## src/rtl/tdc_avg_sampler.sv

```systemverilog
// Delay-line TDC: two-rank tap sampling, popcount encode and 2^k sample averaging.
// Result is held on a valid/ack handshake together with a sticky range-error flag.

module DLY2_X0P5N_A9PP84TR_C14 (
    input  logic A,
    output logic Z
);
    assign Z = A;
endmodule

module tdc_avg_sampler #(
    parameter int N_STAGES     = 64,
    parameter int MAX_AVG_LOG2 = 4,
    parameter int CODE_W       = $clog2(N_STAGES + 1),
    parameter int ACC_W        = CODE_W + MAX_AVG_LOG2,
    parameter int SEL_W        = $clog2(MAX_AVG_LOG2 + 1)
) (
    input  logic                i_Clk_Ref,
    input  logic                i_RST_p,
    input  logic                i_CLK_Target,
    input  logic                i_Start,
    input  logic [SEL_W-1:0]    i_Avg_Sel,
    input  logic                i_Ack,
    output logic                o_Busy,
    output logic                o_Valid,
    output logic [CODE_W-1:0]   o_Code,
    output logic                o_Range_Err,
    output logic [N_STAGES-1:0] o_Therm
);

    localparam int CNT_W = MAX_AVG_LOG2 + 1;

    typedef enum logic [1:0] {
        IDLE,
        FLUSH,
        ACC,
        DONE
    } state_t;

    logic [N_STAGES-1:0] taps;
    logic [N_STAGES-1:0] rank1;
    logic [N_STAGES-1:0] rank2;
    logic [CODE_W-1:0]   pop;
    logic [CODE_W-1:0]   code_q;
    logic                rerr_q;

    state_t              state;
    state_t              nxt;
    logic [SEL_W-1:0]    k_q;
    logic [SEL_W-1:0]    k_clamp;
    logic [ACC_W-1:0]    acc;
    logic [ACC_W-1:0]    sum;
    logic                sticky;
    logic [CNT_W-1:0]    cnt;
    logic [CNT_W-1:0]    cnt_lim;
    logic                last;
    logic [1:0]          fcnt;

    // Per-stage local nets keep the chain out of a single self-referencing vector
    for (genvar j = 0; j < N_STAGES; j++) begin : g_dly
        logic a;
        logic z;
        if (j == 0) begin : g_first
            assign a = i_CLK_Target;
        end else begin : g_next
            assign a = g_dly[j-1].z;
        end
        DLY2_X0P5N_A9PP84TR_C14 u_cell (
            .A (a),
            .Z (z)
        );
        assign taps[j] = z;
    end

    always_ff @(posedge i_Clk_Ref or posedge i_RST_p) begin
        if (i_RST_p) begin
            rank1 <= '0;
            rank2 <= '0;
        end else begin
            rank1 <= taps;
            rank2 <= rank1;
        end
    end

    // Population count tolerates bubbles in the thermometer sample
    always_comb begin
        pop = '0;
        for (int i = 0; i < N_STAGES; i++) begin
            pop = pop + CODE_W'(rank2[i]);
        end
    end

    always_ff @(posedge i_Clk_Ref or posedge i_RST_p) begin
        if (i_RST_p) begin
            code_q <= '0;
            rerr_q <= 1'b0;
        end else begin
            code_q <= pop;
            rerr_q <= (~|rank2) | (&rank2);
        end
    end

    assign k_clamp = (i_Avg_Sel > SEL_W'(MAX_AVG_LOG2)) ?
                     SEL_W'(MAX_AVG_LOG2) : i_Avg_Sel;
    assign cnt_lim = CNT_W'((1 << k_q) - 1);
    assign last    = (cnt == cnt_lim);
    assign sum     = acc + ACC_W'(code_q);

    always_ff @(posedge i_Clk_Ref or posedge i_RST_p) begin
        if (i_RST_p) begin
            state <= IDLE;
        end else begin
            state <= nxt;
        end
    end

    always_comb begin
        nxt = state;
        unique case (state)
            IDLE:    if (i_Start) nxt = FLUSH;
            FLUSH:   if (fcnt == 2'd2) nxt = ACC;
            ACC:     if (last) nxt = DONE;
            DONE:    if (i_Ack) nxt = IDLE;
            default: nxt = IDLE;
        endcase
    end

    always_ff @(posedge i_Clk_Ref or posedge i_RST_p) begin
        if (i_RST_p) begin
            k_q         <= '0;
            acc         <= '0;
            sticky      <= 1'b0;
            cnt         <= '0;
            fcnt        <= '0;
            o_Code      <= '0;
            o_Range_Err <= 1'b0;
            o_Valid     <= 1'b0;
        end else begin
            unique case (state)
                IDLE: begin
                    if (i_Start) begin
                        k_q    <= k_clamp;
                        acc    <= '0;
                        sticky <= 1'b0;
                        cnt    <= '0;
                        fcnt   <= '0;
                    end
                end
                FLUSH: begin
                    fcnt <= fcnt + 2'd1;
                end
                ACC: begin
                    acc    <= sum;
                    sticky <= sticky | rerr_q;
                    cnt    <= cnt + CNT_W'(1);
                    if (last) begin
                        o_Code      <= CODE_W'(sum >> k_q);
                        o_Range_Err <= sticky | rerr_q;
                        o_Valid     <= 1'b1;
                    end
                end
                DONE: begin
                    if (i_Ack) o_Valid <= 1'b0;
                end
                default: begin
                end
            endcase
        end
    end

    assign o_Busy  = (state != IDLE);
    assign o_Therm = rank2;

endmodule

```

## config.mk

```make
export PLATFORM = sky130hd
export DESIGN_NAME = tdc_avg_sampler
export DESIGN_NICKNAME = d
export VERILOG_FILES = /design/src/rtl/tdc_avg_sampler.sv
export SDC_FILE = /design/constraint.sdc
export NUM_CORES = 1
export LEC_CHECK = 0
export ABC_AREA = 1
export CAP_MARGIN = 20
export CORE_UTILIZATION = 45
export CTS_CLUSTER_DIAMETER = 80
export DETAILED_ROUTE_END_ITERATION = 10
export HOLD_SLACK_MARGIN = 0.1
export PLACE_DENSITY = 0.88
export SYNTH_ARGS = -nofsm -noshare
export SYNTH_HDL_FRONTEND = slang
export SYNTH_SLANG_ARGS = --single-unit
```

## constraint.sdc

```tcl
create_clock -name i_Clk_Ref -period 2.1 [get_ports i_Clk_Ref]
set_clock_uncertainty 0.1 [all_clocks]
set_input_delay 0.42 -clock i_Clk_Ref [delete_from_list [all_inputs] [get_ports i_Clk_Ref]]
set_output_delay 0.42 -clock i_Clk_Ref [all_outputs]
set_load 0.01 [all_outputs]
```

Word-level counts from Yosys, hierarchy flattened

Cells that the tools add are included.

Word-level logic and storage cells: 125
Input bits: 8
Flip-flop bits (word level): 43
Output and inout bits: 74

Magnitude comparators: 1
Reductions and logical operators: 14
Bitwise gates (word level): 2
Equality and inequality tests: 9
Add/sub/neg operators: 67
Muxes and demuxes: 17
Shift operators: 2

Operators with widths:

| cell                                                               | number |
|---|---|
| 7-bit by 1-bit adder with 7-bit output                             | 57 |
| 64-bit AND reduction                                               | 1 |
| 64-bit OR reduction                                                | 1 |
| 11-bit one-hot mux with 2 select lines                             | 1 |
| 11-bit by 7-bit adder with 11-bit output                           | 1 |
| 11-bit 2-to-1 mux                                                  | 1 |
| 11-bit by 3-bit right shift with 7-bit output                      | 1 |
| 2-bit 2-to-1 mux                                                   | 5 |
| 5-bit one-hot mux with 2 select lines                              | 1 |
| 2-bit != test, second input constant                               | 4 |
| 2-bit one-hot mux with 4 select lines                              | 1 |
| 2-bit AND reduction                                                | 4 |
| 2-bit nonzero test                                                 | 4 |
| 6-bit by 1-bit adder with 7-bit output                             | 1 |
| 5-bit by 1-bit adder with 6-bit output                             | 1 |
| 2-bit == test, second input constant                               | 3 |
| 4-bit by 1-bit adder with 5-bit output                             | 1 |
| 5-bit by 1-bit adder with 5-bit output, second input constant      | 1 |
| 5-bit == test                                                      | 1 |
| 5-bit 2-to-1 mux                                                   | 1 |
| 1-bit by 3-bit << shifter with 5-bit output, first input constant  | 1 |
| 5-bit by 2-bit subtractor with 5-bit output, second input constant | 1 |
| 3-bit by 1-bit adder with 4-bit output                             | 1 |
| 1-bit one-hot mux with 2 select lines                              | 2 |
| other kinds (13)                                                   | 16 |

Longest topological paths before layout

Gate-level depths: netlist of run 1.

Depth after elaboration: 63
Depth in mapped cells: 14

By module

Synthesis of run 1 repeated with hierarchy kept, for this count alone.

Cells, all modules: 784
Area total of the unflattened synthesis: 8375.5 um^2

Modules (own cells, without submodules):

| module                  | cells each | sequential area each (um^2) | area an instance (um^2) | instances |
|---|---|---|---|---|
| tdc_avg_sampler         | 720        | 4229.1                      | 7895.1                  | 1 |
| DLY2_X0P5N_A9PP84TR_C14 | 1          | 0.0                         | 7.5                     | 64 |

Worst setup path before layout of run 1

Ideal clock, no wire load.

Kind: reg2out
Start: reg, netlist name o_Therm[0]
End: out o_Therm[10]
Path slack: -0.009 ns
Stages on the path, launching flop included: 2
Arrival time: 1.589 ns
Path buffers: 1
Data required time: 1.580 ns
Path through: dfrtp_1 buf_4

RTL lines:

| item             | RTL line | text |
|---|---|---|
| end: declaration | 28       | `output logic [N_STAGES-1:0] o_Therm` |

No word-level cell between the ends.

Worst setup path in the final report of run 1

Start: reg, netlist name o_Therm[0]
End: out o_Therm[25]

No word-level cell between the ends.

==> qor.csv, run 1 <==
stage,metric,value,unit
run_status,outcome,"finished, final reports clean",
worst_setup_path,path_max_fanout,29,
yosys,synth_xor_area_share,3.076,%
worst_setup_path,reg2reg_slack,0.10,ns
yosys,ys_ff_latch,31,
grt,track_usage,17.51,%
power,p_leak,1.412,nW
yosys,yosysMostFrequentCell,nand2_1,
timing,fin_crit,2.013,ns
layout,final_cell_area,0.002883,mm2
layout,fin_nets,332,
worst_setup_path,arrival,1.49,ns
grt,grt_pass1_vias,1605,
route,wl_per_cell,12.03,um
route,drc_errors,0,
grt,grt_max_degree,59,
die,rows,25,
layout,diodes,0,
worst_setup_path,start_kind,flip-flop,
die,core-area,0.004755,mm2
layout,finalNonFillerCells,383,
route,viasPerCell,4.752,
timing,setup-violations-final,0,
route,dr.pass1.iters,4,
worst_setup_path,rr_worst_depth,10,
clock_tree,cts_tree,yes,
die,die-height,72.51,um
die,die_area,0.005258,mm2
placement,hpwl,3424,um
route,ant_nets,0,
yosys,synthMuxAreaShare,0,%
yosys,synth_area_per_cell,8.047,um2
route,totalWireLength,4609,um
clock_tree,cts.sinks,31,
power,p_per_area,1123,mW/mm2
grt,grt_pass1_wl,7003,um
die,start_util,47.05,%
worst_setup_path,r2r_start,k_q[2],
route,drt-initial-drc-count,68,
placement,place_congestion,0.8456,
worst_setup_path,path_class,reg2out,
min_path,min_path_type,reg2reg,
min_path,hp-start,rank1[0],
power,ir_drop,0.0008164,V
yosys,yosys.area.top_type_share,34.68,%
timing,fin_tns_setup,0,ns
yosys,synthTopCellsByArea,"dfrtp_1 (35%), buf_4 (22%), nand2_1 (11%)",
layout,drive_gt1_share,13.29,%
grt,gr-total-overflow,0,
layout,area_growth,28.86,%
placement,io_buffers,81,
die,ios,82,
power,power.total,3.238,mW
worst_setup_path,critPathCaptureType,output pin,
timing,fin_hold_ws,0.2628,ns
yosys,syn_area,0.002237,mm2
clock_tree,cts.reportedPaths.clkPinSlew,0.07,ns
timing,min_period_over_period,95.88,%
die,die_w,72.51,um
yosys,synth_top_area_cell,dfrtp_1,
clock_tree,clk_latency,0.28,ns
yosys,synth_nets,295,
timing,final-hold-violation-count,0,
yosys,synth-seq-area-share,34.68,%
yosys,yosysWarnings,0,
timing,layout_setup_ws,0.08654,ns
grt,antenna_found_initial,0,
min_path,whs_path_depth,0,
route,vias,1820,
yosys,synth_top_family_by_area,buffers and inverters,
yosys,postSynthCellCount,278,
yosys,async_flop_share,100.0,%
clock_tree,clk_path_buf_depth,2,
yosys,yosys.area_share.adder,5.034,%
yosys,yosys.area_share.simple,23.83,%
yosys,synth_compound_area_share,5.872,%
worst_setup_path,r2r_end,o_Code[6],
timing,final_max_slew_viol_count,0,
clock_tree,hold_buffers,0,
placement,post-place-ws,0.06059,ns
layout,multi_input_comb_area,857.1,um2
placement,postPlaceCellArea,0.002721,mm2
worst_setup_path,crit_required,1.58,ns
yosys,synth_enable_flop_cells,0,
layout,final-seq-area,778.2,um2
yosys,synth_cell_type_count,28,
min_path,min_to,o_Therm[0],
job,drv_cap,0,
timing,fmax,0.4967,GHz
yosys,synth_ff_type,dfrtp_1,
layout,post-route-util,60.63,%
clock_tree,cts_buffers,5,
layout,nFillCells,401,
clock_tree,root_buffer,clkbuf_8,
yosys,synthTopCellsByCount,"nand2_1 (68), buf_4 (65), dfrtp_1 (31)",
clock_tree,cts_max_level,2,
placement,place_inst,371,
==> metal layers <==
metal	vias up	global-route usage [%]	wire, um
met3	6	4.444	398
met2	97	31.88	2270
met4	0	6.100	40
met1	827	19.75	1899
met5	-	0	0
li1	890	-	-
==> cell type report <==
| class | instances | share of cell area (%) |
|---|---|---|
| inverter | 22 | 3.125 |
| multi-input combinational | 157 | 29.73 |
| timing repair buffer | 98 | 33.55 |
| tap | 67 | 2.908 |
| clock inverter | 1 | 1.042 |
| sequential | 31 | 27.00 |
| clock buffer | 7 | 2.648 |
==> timing repair <==
item,4_1_cts,5_1_grt
endpoints found under the setup margin,1,68
setup buffers,2,1
cloned,0,1
gates resized for setup,1,2
pin swaps,0,1
==> state kept, by name, summed over array words and instances, names as in the netlist <==
signal / flops
o_Code: 7
o_Valid: 1
rerr_q: 1
acc: 5
o_Therm: 1
fcnt: 2
sticky: 1
state: 2
o_Range_Err: 1
k_q: 3
rank1: 1
cnt: 5
code_q: 1
==> worst max-delay path: stages (launching register included) <==
cell,delay [ns]
dfrtp_2,0.44
clkbuf_16,0.21
clkdlybuf4s50_1,0.55
==> cell families after synthesis <==
kind of cell    after synthesis
simple gates                118
fa+ha+maj                     9
flops                        31
buf+inv                      90
xor+xnor                      7
other cells                   1
compound gates               22
==> cell usage in the layout, fill, tap and decap left out <==
cell type	instances
xnor2_1	1
bufinv_16	1
clkbuf_8	5
nor2_1	12
buf_12	1
ha_1	9
nand4_1	1
dfrtp_1	29
clkdlybuf4s50_1	80
xor2_1	4
o21ai_2	4
and3_1	1
o21ai_0	8
xor2_2	1
clkbuf_16	1
nor3_1	3
nor2_2	1
nor2_8	1
xnor2_2	1
a21oi_1	6
o211ai_1	1
nand4_2	1
inv_8	1
clkbuf_1	2
inv_2	2
nand2_2	3
nand2_1	68
o22ai_1	3
nor2_4	1
dlygate4sd2_1	1
nand2_4	1
conb_1	1
inv_1	19
nand3_1	25
buf_4	15
dfrtp_2	2
==> power breakdown <==
| group | internal [mW] | switching (mW) | total, mW |
|---|---|---|---|
| Combinational | 0.765 | 0.962 | 1.73 |
| Clock | 0.355 | 0.225 | 0.580 |
| Sequential | 0.769 | 0.161 | 0.930 |
| Total | 1.89 | 1.35 | 3.24 |
==> worst max-delay path by stage <==
stage | from | to | slack [ns]
floorplan | k_q[0] | o_Code[1] | 0.18
global placement | k_q[0] | o_Code[2] | 0.13
detailed placement | k_q[0] | o_Code[6] | 0.06
CTS | o_Therm[0] | o_Therm[5] | 0.008
global route | k_q[1] | o_Code[6] | -0.007
finish | o_Therm[0] | o_Therm[25] | 0.09
Power figures use the tool's default switching activity.
==> inputs of run 2 (changes only) <==
Settings changed: TNS_END_PERCENT from default to 30.
==> results of run 2 <==
Final layout, timing and power as in run 1 (identical DEF).
==> inputs of run 3 (changes only) <==
Settings changed: CORE_MARGIN from default to 1.5.
==> qor.csv, run 3 (synthesized netlist as in run 1, its figures left out) <==
stage,metric,value,unit,change
worst_setup_path,critPathCaptureType,flip-flop,,
clock_tree,cts_max_level,2,,unchanged
die,die_area,0.005404,mm2,+2.8%
power,ir_drop,0.0007915,V,-3.0%
timing,fin_tns_setup,0,ns,unchanged
clock_tree,cts.sinks,31,,unchanged
grt,gr-usage-met2,29.63,%,-2.2 points
die,die_w,73.51,um,+1.4%
layout,top_register,o_Code,,
route,ant_nets,0,,unchanged
route,totalWireLength,4634,um,+0.54%
layout,nFillCells,415,,+3.5%
placement,io_buffers,81,,unchanged
timing,final_max_slew_viol_count,0,,unchanged
worst_setup_path,path_class,reg2reg,,
job,drv_cap,0,,unchanged
power,pwr-share-seq,28.7,%,about the same
clock_tree,clk_path_buf_depth,2,,unchanged
worst_setup_path,crit_chain,nor2_8 -> nand2_2 -> ha_1 -> xnor2_2 -> xor2_2 -> nand4_4 -> buf_6 -> nand2_1 -> nand2_1,,
timing,fmax,0.4933,GHz,-0.67%
layout,drive_gt1_share,14.38,%,+1.1 points
worst_setup_path,arrival,2.10,ns,+0.61 ns
layout,post-route-util,60.68,%,about the same
grt,top_usage_layer,met2,,
power,switching_share,42.45,%,+0.80 points
worst_setup_path,path_common_cell,nand2_1,,
clock_tree,cts.reportedPaths.clkPinSlew,0.07,ns,about the same
die,rows,25,,unchanged
worst_setup_path,crit_required,2.17,ns,+0.59 ns
placement,place_congestion,0.8592,,+1.6%
route,wl_per_cell,12.19,um,+1.3%
layout,diodes,0,,unchanged
power,comb_power_share,52.8,%,-0.5 points
route,viasPerCell,4.755,,about the same
clock_tree,clk_latency,0.29,ns,about the same
grt,antenna_found_initial,0,,unchanged
power,p_switching,1.397,mW,+3.6%
route,vias,1807,,-0.71%
timing,final-hold-violation-count,0,,unchanged
run_status,outcome,"finished, final reports clean",,
placement,place_inst,369,,-0.54%
worst_setup_path,path_max_fanout,7,,-76%
die,core-area,0.004755,mm2,unchanged
clock_tree,cts_buffers,5,,unchanged
clock_tree,root_buffer,clkbuf_8,,
grt,grtUsageMet1,20.99,%,+1.2 points
grt,grt_pass1_vias,1583,,-1.4%
layout,final-seq-area,780.7,um2,+0.32%
route,drc_errors,0,,unchanged
grt,gr-total-overflow,0,,unchanged
worst_setup_path,worst_path_max_delay_cell,dfrtp_2,,
clock_tree,hold_buffers,0,,unchanged
power,p_per_area,1141,mW/mm2,+1.6%
route,dr.pass1.iters,4,,unchanged
route,drt-initial-drc-count,101,,+49%
grt,track_usage,17.43,%,-0.081 points
layout,finalNonFillerCells,380,,-0.78%
timing,maxSlewHeadroom,64.87,%,
clock_tree,cts_tree,yes,,
die,ios,82,,unchanged
grt,use_met3,4.252,%,-0.19 points
layout,largestRegisters,"o_Code x7, acc x5, cnt x5",,
layout,area_growth,28.97,%,about the same
timing,tightest_slew,0.5215,ns,
timing,setup-violations-final,0,,unchanged
die,die-height,73.51,um,+1.4%
min_path,min_path_type,reg2reg,,
layout,largest_reg_flops,7,,unchanged
grt,grt_max_degree,57,,-3.4%
timing,min_period_over_period,96.53,%,+0.65 points
worst_setup_path,cp_num_buf_inv,1,,-1
worst_setup_path,start_kind,flip-flop,,
power,intPower,1.894,mW,+0.25%
grt,grt_pass1_wl,7169,um,+2.4%
timing,fin_crit,2.027,ns,+0.01362 ns
layout,multi_input_comb_area,873.3,um2,+1.9%
layout,final_common_cell,clkdlybuf4s50_1,,
placement,hpwl,3474,um,+1.4%
die,start_util,47.05,%,unchanged
timing,fin_hold_ws,0.2552,ns,-0.007591 ns
worst_setup_path,crit_family,simple AND/OR/NAND/NOR gates,,
layout,fin_nets,329,,-0.90%
power,pwr-share-clk,18.5,%,+0.6 points
worst_setup_path,critPathMaxStageDelay,0.46,ns,-0.09 ns
layout,layout_common_cells,"clkdlybuf4s50_1 (73), nand2_1 (67), dfrtp_1 (27), nand3_1 (25), inv_1 (18)",,
power,p_leak,1.411,nW,about the same
-- run 3: changes by cell type in the layout (fill, tap and decap cells not counted), moves of 2 or more --
cell / change
clkdlybuf4s50_1: -7
dlygate4sd2_1: +7
buf_4: -4
clkbuf_1: -2
dfrtp_1: -2
dfrtp_2: +2
-- run 3: final timing paths --
| kind | from | endpoint | slack, ns | cells after the start |
|---|---|---|---|---|
| setup / recovery | k_q[0] | o_Code[2] | 0.07 | 9 |
| hold / removal | rank1[0] | o_Therm[0] | 0.26 | 0 |
| setup reg to reg | k_q[0] | o_Code[2] | 0.07 | 9 |
| hold reg to reg | rank1[0] | o_Therm[0] | 0.26 | 0 |
| max in group asynchronous | i_RST_p | o_Therm[0] | 1.19 | 3 |
| min in group asynchronous | i_RST_p | state[1] | 0.41 | 3 |
-- run 3: area by class of cell --
type	count	share of cell area (%)
clock inverters	2	1.214
inverters	22	3.122
repair buffers	95	32.57
clock buffers	6	2.862
well taps	67	2.905
multi-input cells	157	30.27
flip-flops and latches	31	27.06
-- run 3: repair_timing --
action	CTS	global route
gates cloned	0	1
setup buffers	0	2
resized for setup	10	7
pin swaps	0	2
setup endpoints to repair	37	59
-- run 3: worst register-to-register path, cell delays in order (launching register included) --
cell     delay [ns]
dfrtp_2        0.46
nor2_8         0.13
nand2_2        0.07
ha_1           0.26
xnor2_2        0.20
xor2_2         0.23
nand4_4        0.17
buf_6          0.17
nand2_1        0.06
nand2_1        0.07
-- run 3: power by group through the flow --
stage | clock network [mW] | registers (mW) | logic, mW
global route | 0.644 | 0.970 | 1.95
CTS | 0.626 | 0.942 | 1.66
finish | 0.608 | 0.945 | 1.74
floorplan | 0 | 0.905 | 1.22
detailed placement | 0 | 0.947 | 1.64
global placement | 0 | 0.941 | 1.58
-- run 3: per-layer routing --
| metal | vias up | share of wire (%) |
|---|---|---|
| met5 | - | 0 |
| met4 | 0 | 1.4 |
| met3 | 9 | 9.6 |
| met1 | 823 | 40 |
| met2 | 90 | 49 |
| li1 | 885 | - |
-- run 3: metrics by stage --
step / total power, mW / setup WS [ns] / cell area (um2)
floorplan: 2.129 / 0.1838 / 2238
global placement: 2.525 / 0.1064 / 2706
detailed placement: 2.588 / -0.04553 / 2706
CTS: 3.226 / 0.0005154 / 2823
global route: 3.560 / -0.01182 / 2885
finish: 3.291 / 0.07292 / 2885
